`config.mk`:
```
export PLATFORM = sky130hd
export DESIGN_NAME = regfile_mp
export DESIGN_NICKNAME = d
export VERILOG_FILES = /design/src/rtl/regfile_mp.sv
export SDC_FILE = /design/constraint.sdc
export NUM_CORES = 1
export LEC_CHECK = 0
export BUFFER_PORTS_ARGS = -buffer_cell sky130_fd_sc_hd__buf_2
export CORE_MARGIN = 4
export CORE_UTILIZATION = 55
export DETAILED_ROUTE_END_ITERATION = 8
export PLACE_DENSITY_LB_ADDON = 0.05
export SLEW_MARGIN = 5
export SYNTH_ARGS = -nofsm -noshare
export SYNTH_HDL_FRONTEND = slang
export SYNTH_SLANG_ARGS = --single-unit
```
`constraint.sdc`:
```
create_clock -name clk -period 4.6 [get_ports clk]
set_input_delay 0.69 -clock clk [delete_from_list [all_inputs] [get_ports clk]]
set_output_delay 0.69 -clock clk [all_outputs]
set_load 0.05 [all_outputs]
```
`src/rtl/regfile_mp.sv`:
```
// regfile_mp -- parametrised multi-port integer register file.
//
// After reset the array is walked once and every register is written to
// zero (CLEAR state); `ready` rises on the edge that writes the last
// register. The block then stays in RUN until the next reset.
//
// In RUN it provides:
//   * NWR write ports; the highest port index wins on an address collision.
//   * NRD combinational read ports, with optional same-cycle write-to-read
//     forwarding (BYPASS).
//   * A pending-write scoreboard. An issue sets the destination bit. A
//     write clears it. If both hit the same register in the same cycle, the
//     issue wins.
//
// Ports:
//   clk          clock
//   reset        synchronous, active-low reset
//   run          global enable; 0 freezes writes and scoreboard updates
//   ready        1 once the clear sequence has finished
//   raddr        NRD read addresses, port i at [i*AW +: AW]
//   rdata        NRD read data words, combinational
//   rbusy        NRD flags, 1 = addressed register has a pending write
//   we           NWR write enables
//   waddr        NWR write addresses
//   wdata        NWR write data words
//   issue_valid  marks issue_addr as pending
//   issue_addr   destination register of the instruction being issued
module regfile_mp #(
  parameter int XLEN     = 32,
  parameter int NREGS    = 32,
  parameter int NRD      = 2,
  parameter int NWR      = 1,
  parameter int ZERO_REG = 1,
  parameter int BYPASS   = 1
) (
  input  logic                           clk,
  input  logic                           reset,
  input  logic                           run,
  output logic                           ready,
  input  logic [NRD*$clog2(NREGS)-1:0]   raddr,
  output logic [NRD*XLEN-1:0]            rdata,
  output logic [NRD-1:0]                 rbusy,
  input  logic [NWR-1:0]                 we,
  input  logic [NWR*$clog2(NREGS)-1:0]   waddr,
  input  logic [NWR*XLEN-1:0]            wdata,
  input  logic                           issue_valid,
  input  logic [$clog2(NREGS)-1:0]       issue_addr
);

  localparam int AW = $clog2(NREGS);

  typedef enum logic [0:0] {
    ST_CLEAR = 1'b0,
    ST_RUN   = 1'b1
  } state_t;

  state_t             state_r;
  logic [AW-1:0]      clr_ptr_r;
  logic               ready_r;
  logic [XLEN-1:0]    mem_r [NREGS];
  logic [NREGS-1:0]   pending_r;
  logic [NREGS-1:0]   pending_nxt_s;
  logic [NWR-1:0]     wr_eff_s;
  logic               issue_eff_s;
  logic [AW-1:0]      rd_addr_s;
  logic [XLEN-1:0]    rd_val_s;
  logic               rd_busy_s;
  logic               rd_hit_s;

  assign ready = ready_r;

  // A write takes effect only in RUN with run high, and not to a hardwired zero.
  always_comb begin
    wr_eff_s = {NWR{1'b0}};
    for (int j = 0; j < NWR; j++) begin
      wr_eff_s[j] = we[j] && run && ready_r &&
                    !((ZERO_REG != 0) && (waddr[j*AW +: AW] == {AW{1'b0}}));
    end
  end

  // An issue marks its destination pending under the same gating as writes.
  always_comb begin
    issue_eff_s = issue_valid && run && ready_r &&
                  !((ZERO_REG != 0) && (issue_addr == {AW{1'b0}}));
  end

  // Clear/run sequencer with the registered ready flag.
  always_ff @(posedge clk) begin
    if (!reset) begin
      state_r   <= ST_CLEAR;
      clr_ptr_r <= {AW{1'b0}};
      ready_r   <= 1'b0;
    end else begin
      case (state_r)
        ST_CLEAR: begin
          clr_ptr_r <= clr_ptr_r + AW'(1);
          if (clr_ptr_r == AW'(NREGS - 1)) begin
            state_r <= ST_RUN;
            ready_r <= 1'b1;
          end else begin
            state_r <= ST_CLEAR;
            ready_r <= 1'b0;
          end
        end
        ST_RUN: begin
          state_r <= ST_RUN;
          ready_r <= 1'b1;
        end
        default: begin
          state_r   <= ST_CLEAR;
          clr_ptr_r <= {AW{1'b0}};
          ready_r   <= 1'b0;
        end
      endcase
    end
  end

  // Storage array: zero fill while clearing, port writes in RUN.
  // The array has no reset of its own; the clear walk initialises it.
  // Ports are applied in ascending order so the highest index lands last.
  always_ff @(posedge clk) begin
    if (reset) begin
      if (state_r == ST_CLEAR) begin
        mem_r[clr_ptr_r] <= {XLEN{1'b0}};
      end else begin
        for (int j = 0; j < NWR; j++) begin
          if (wr_eff_s[j]) begin
            mem_r[waddr[j*AW +: AW]] <= wdata[j*XLEN +: XLEN];
          end
        end
      end
    end
  end

  // Scoreboard next state: retiring writes clear bits first, then an issue
  // sets its bit, so a same-cycle issue overrides the retire.
  always_comb begin
    pending_nxt_s = pending_r;
    for (int j = 0; j < NWR; j++) begin
      if (wr_eff_s[j]) begin
        pending_nxt_s[waddr[j*AW +: AW]] = 1'b0;
      end else begin
        pending_nxt_s = pending_nxt_s;
      end
    end
    if (issue_eff_s) begin
      pending_nxt_s[issue_addr] = 1'b1;
    end else begin
      pending_nxt_s = pending_nxt_s;
    end
  end

  // Scoreboard register.
  always_ff @(posedge clk) begin
    if (!reset) begin
      pending_r <= {NREGS{1'b0}};
    end else begin
      pending_r <= pending_nxt_s;
    end
  end

  // Read ports.
  // Forwarding scans the write ports in ascending order so the highest
  // index wins. Zero-register and not-ready masking are applied last.
  always_comb begin
    rdata     = {(NRD*XLEN){1'b0}};
    rbusy     = {NRD{1'b0}};
    rd_addr_s = {AW{1'b0}};
    rd_val_s  = {XLEN{1'b0}};
    rd_busy_s = 1'b0;
    rd_hit_s  = 1'b0;
    for (int i = 0; i < NRD; i++) begin
      rd_addr_s = raddr[i*AW +: AW];
      rd_val_s  = mem_r[rd_addr_s];
      rd_busy_s = pending_r[rd_addr_s];
      for (int j = 0; j < NWR; j++) begin
        rd_hit_s  = (BYPASS != 0) && wr_eff_s[j] && (waddr[j*AW +: AW] == rd_addr_s);
        rd_val_s  = rd_hit_s ? wdata[j*XLEN +: XLEN] : rd_val_s;
        rd_busy_s = rd_hit_s ? 1'b0 : rd_busy_s;
      end
      if (((ZERO_REG != 0) && (rd_addr_s == {AW{1'b0}})) || !ready_r) begin
        rd_val_s  = {XLEN{1'b0}};
        rd_busy_s = 1'b0;
      end else begin
        rd_val_s  = rd_val_s;
        rd_busy_s = rd_busy_s;
      end
      rdata[i*XLEN +: XLEN] = rd_val_s;
      rbusy[i]              = rd_busy_s;
    end
  end

endmodule

```
## Word level (Yosys, flattened, before mapping)

Memory sizes are Yosys's and may differ from the RTL's.
Cells that the tools add are included.

- Shift operators: 0
- Multiply operators: 0
- Equality and inequality tests: 3
- Reduce and logical (&&, ||, !) cells: 20
- Mux-type cells: 30
- Add/subtract/negate cells: 1
- Divide/modulo/power cells: 0
- Magnitude comparators: 6
- Bitwise logic cells: 4

Operators by type and width:

| kind | number |
|---|---|
| $mux 32 | 7 |
| $and 32x32->32 | 1 |
| $not 32->32 | 1 |
| $or 32x32->32 | 1 |
| $reduce_or 32->1 | 1 |
| $lt 5x6->1 const B | 4 |
| $logic_not 5->1 | 4 |
| $mux 1 | 17 |
| $bmux 1 s5 | 2 |
| $demux 1 s5 | 2 |
| $eq 5x5->1 | 2 |
| $ge 5x1->1 const B | 2 |
| $logic_and 1x1->1 | 10 |
| $add 5x1->5 const B | 1 |
| $eq 5x5->1 const B | 1 |
| $mux 5 | 1 |
| $logic_not 1->1 | 3 |
| $logic_or 1x1->1 | 2 |
| $pmux 1 s2 | 1 |
| $not 1->1 | 1 |

- Memories: 1
- Input bits: 57
- Bits in read-only memories: 0
- Bits in latches: 0
- Output and inout port bits: 67
- Register bits: 38
- RAM bits: 1024

Memory list:

| name | words | bits a word | rd ports | clocked after memory_dff | wr ports | RTL line | source |
|---|---|---|---|---|---|---|---|
| mem_r | 32 | 32 | 2 | 0 | 1 | 60 | `logic [XLEN-1:0] mem_r [NREGS];` |

## Longest topological paths before layout

- Word-level depth: 9
- Gate-level depth with buffers: 10
- Mapped depth without buffers: 5

## Least setup slack after synthesis

OpenSTA, ideal clock, no wires.

- Path type: input to output
- Start: input raddr[5]
- End: output rdata[61]
- Required time: 3910 ps
- Stages: 9
- Slack: 708 ps
- Arrival: 3202 ps
- Cell sequence: buf_4 buf_6 buf_6 buf_6 mux2i_1 a221oi_1 o21ai_0 and3_1 o31ai_1

- Word-level cells in the longest chain between the ends: 4
- Elaborated cells on any way between the ends: 7
- Classes of those cells: 1 x eq/ne; 2 x mux; 3 x reduce/logical; 1 x memory

Ends and longest elaborated chain:

| element | RTL line | source |
|---|---|---|
| start: declaration | 40 | `input logic [NRD*$clog2(NREGS)-1:0] raddr,` |
| parallel branches: the longest is 3 deep, another holds $mem_v2 32x32 | n/a |  |
| $mux 32 (*) | 181 | `if (((ZERO_REG != 0) && (rd_addr_s == {AW{1'b0}})) \|\| !ready_r) begin` |
| end: declaration | 41 | `output logic [NRD*XLEN-1:0] rdata,` |

Every way passes the cells marked *.

## Worst setup path in the final report

- Start: register ready_r, in the netlist ready
- End: output rdata[6]

- Word-level cells in the longest chain between the ends: 5
- Elaborated cells on any way between the ends: 7
- Classes of those cells: 2 x mux; 5 x reduce/logical

Ends and longest elaborated chain:

| element | RTL line | source |
|---|---|---|
| start: declaration | 59 | `logic ready_r;` |
| start signal: assignment | 92 | `ready_r <= 1'b0;` |
| start signal: assignment | 99 | `ready_r <= 1'b1;` |
| start signal: assignment | 102 | `ready_r <= 1'b0;` |
| $logic_and 1x1->1 (2 in series) | 76 | `wr_eff_s[j] = we[j] && run && ready_r &&` |
| $logic_and 1x1->1 | 177 | `rd_hit_s = (BYPASS != 0) && wr_eff_s[j] && (waddr[j*AW +: AW] == rd_addr_s);` |
| $mux 32 | 178 | `rd_val_s = rd_hit_s ? wdata[j*XLEN +: XLEN] : rd_val_s;` |
| $mux 32 (*) | 181 |  |

Every way passes the cells marked *; elsewhere a longest branch is shown, timed or not.

==> summary.txt <==
Global routing
  • Total congestion overflow: 0
  • Pin count of the biggest net entering global routing: 69
  • Tot GR Track Use: 0.335
  • Vias in the first global route: 33800
  • Initial antenna violation count: 2
  • First-pass GRT wire length: 235000 um

Routing
  • DR WL/cell: 36.4 um
  • Remaining DRCs: 0
  • DR vias/cell: 7.31
  • Initial DRC count: 4414
  • TritonRoute pass-1 iters: 5
  • Via count: 33100
  • Routed WL: around 160000 um
  • Final ANT Viol Nets: 0

CTS
  • CTS buffer count: 110
  • H-tree depth: 3
  • Post-CTS sizing: 0
  • CTS Buffer Depth: 3
  • Num Clock Sinks: 1062
  • Post-CTS Hold Fix Bufs: 0
  • CTS tree: built
  • Root buffer cell: clkbuf_16
  • Clock-pin slew on the worst setup and hold paths: 0.06 ns
  • Post-CTS Repair Setup Buffers: 0
  • Clock latency on the worst-skew pair: 0.70 ns

Yosys
  • Post-Synth XOR/XNOR Area: 0.00206
  • Syn_nets: around 3100
  • Sequential-to-total area share from yosys stat: 0.619
  • Largest family of logic cells by synthesized area: multiplexers
  • Mapped Cells: 3074
  • Post-synthesis mux area share: 0.234
  • Synthesized area per cell: between 15 and 20 um^2
  • Asr flop ratio synth: 0
  • Complex-gate fraction of the synthesized area: 0.0855
  • Post-synth top area share: 0.604
  • #FFs+latches synth: 1062
  • Area leader, netlist: edfxtp_1
  • Post-synthesis adder-cell area fraction: 0.000491
  • Number of distinct library cells after synthesis: 55
  • Post-synth top flop: edfxtp_1
  • Number of synthesized flops with an enable pin: 1024
  • Yosys Warn Count: 0
  • Ranking of synthesized cells by area: edfxtp_1 (60%), mux4_2 (15%), mux2i_1 (8.4%), a221oi_1 (2.5%), dfxtp_1 (1.5%)
  • Mapped cell area: between 50000 and 60000 um^2
  • Simple-gate share of the synthesized area: 0.0363

Timing
  • Final hold violation count: 0
  • Tcrit/Tclk final: 0.952
  • Relative slew slack: 0.105
  • Setup TNS Final: 0 ns
  • Max Fclk: 228 MHz
  • Setup WS post-layout: 0.220 ns
  • Pins Over Slew Limit: 0
  • Final setup fails: 0
  • RSZ-0062 raised after global routing: false
  • Skew final: between 0.015 and 0.02 ns
  • Fin crit period: 4.38 ns
  • Worst-Margin Slew: between 1 and 1.5 ns

Place
  • Gpl congestion: 0.866
  • HPWL after DPL: 94100 um
  • I/O Buffers: 123
  • Worst slack at placement: approximately 0.35 ns

Worst hold path
  • Hold Crit Class: in -> reg

Pwr
  • Worst IR drop on VDD: 0.000352 V
  • Leakage power: about 0.017 uW
  • Pwr/cell area: 358 nW/um^2

Finish
  • Most frequent cells in the layout: edfxtp_1 (1024), mux2i_1 (425), mux4_2 (338)
  • Layout cells sized above 1: 0.248
  • Footprint of the multi-input gates: 18500 um^2
  • Final net count: 3259
  • Fill count: between 6000 and 7000
  • Most common cell after layout, fill and taps aside: edfxtp_1
  • Synthesis-to-layout area growth: 12.9%
  • Reg area: between 30000 and 40000 um^2

Die
  • I/O pin total: 124
  • Die width: approximately 310 um
  • Row count: 111
  • Core Region: 91800 um^2
  • Area of the die: 97500 um^2
  • Height of the chip: 312 um
  • Initial Utilization: 0.555

Worst setup path
  • Required @ worst endpoint: 3.91 ns
  • Crit. End Element: primary output
  • Setup CP Type: reg -> out
  • Type of origin of the critical path: flip-flop
  • Arr. time, crit path: about 3.7 ns
  • Max FO, Critical Path: 26

Run status
  • Run status: completed

Job
  • Number of max-cap violations: 0
logic make-up (layout without fill, tap and decap cells):
kind of cell / after synthesis / count (layout)
XOR/XNOR: 12 / 12
adder cells (fa/ha/maj): 2 / 2
AO/OA/AOI/OAI: 596 / 596
buffers and inverters: 260 / 472
AND/OR/NAND/NOR: 376 / 376
other: 0 / 2
multiplexers: 766 / 766
flip-flops: 1062 / 1062
cells in the mapped netlist, types with 5 or more instances:
library cell,count
edfxtp_1,1024
mux2i_1,425
mux4_2,338
a221oi_1,144
clkbuf_1,138
o21ai_0,103
nor2_1,97
a21oi_1,91
nand3_1,89
a22oi_1,87
nand2_1,80
buf_2,72
a32o_1,59
o211ai_1,57
and2_1,47
dfxtp_1,38
buf_4,25
o221ai_1,25
and2_0,14
nor2b_1,11
buf_1,10
inv_1,8
nor3b_1,7
xnor2_1,7
nor4_1,6
o22ai_1,6
and3_1,5
o32ai_1,5
xor2_1,5
layout make-up:
type                            instances  area share
Sequential cell                      1062       0.548
Multi-Input combinational cell       1752       0.322
Clock buffer                          131      0.0514
Timing Repair Buffer                  263      0.0424
Tap cell                             1243      0.0270
Clock inverter                         67     0.00820
Inverter                               11    0.000805
Antenna cell                            2   0.0000870
registers in the layout (all words and copies together) (netlist names):
register / count
clr_ptr_r: 5
ready: 1
mem_r: 1024
pending_r: 32
where the power goes:
part / switching [uW] / internal [uW] / leakage (uW)
clock network: 3740 / 4830 / 0.00170
registers: 30.9 / 10500 / 0.00801
logic: 935 / 547 / 0.00772
metrics by stage:
stage	cell area [um^2]	hold WS [ns]	power, uW	util	instances
6_report	57500	0.293	20600	0.627	4531
5_1_grt	57500	0.278	21200	0.627	4529
4_1_cts	57500	0.242	20600	0.627	4529
3_5_place_dp	54100	0.486	12200	0.589	4331
3_3_place_gp	54100	0.476	12200	0.589	4331
2_1_floorplan	50900	0.451	11600	-	3074
worst max-delay path, stage by stage (launching register included):
cell	delay [ns]
dfxtp_1	0.29
buf_4	0.19
nand3_1	0.33
a21o_1	0.24
nor4_4	0.09
nor2_4	1.00
buf_4	0.37
a32o_1	0.20
buf_2	0.27
final timing paths:
kind                                  from                        to  slack [ns]  depth (start not counted)
setup reg to reg          ready$_SDFF_PN0_     mem_r[8][6]$_DFFE_PP_        0.99                          7
hold / removal                       reset   pending_r[0]$_SDFF_PN0_        0.29                          2
setup / recovery          ready$_SDFF_PN0_                  rdata[6]        0.22                          8
hold reg to reg   pending_r[28]$_SDFF_PN0_  pending_r[28]$_SDFF_PN0_        0.50                          2
metal layers:
metal  part of all wire  global-route usage  vias up
met5                  0                   0        -
met4              0.052               0.152        0
met3               0.11              0.0684      464
li1                   -                   -    13200
met1               0.37               0.447    17300
met2               0.47               0.538     2179
Note: power is estimated with default switching activity, not from simulation.
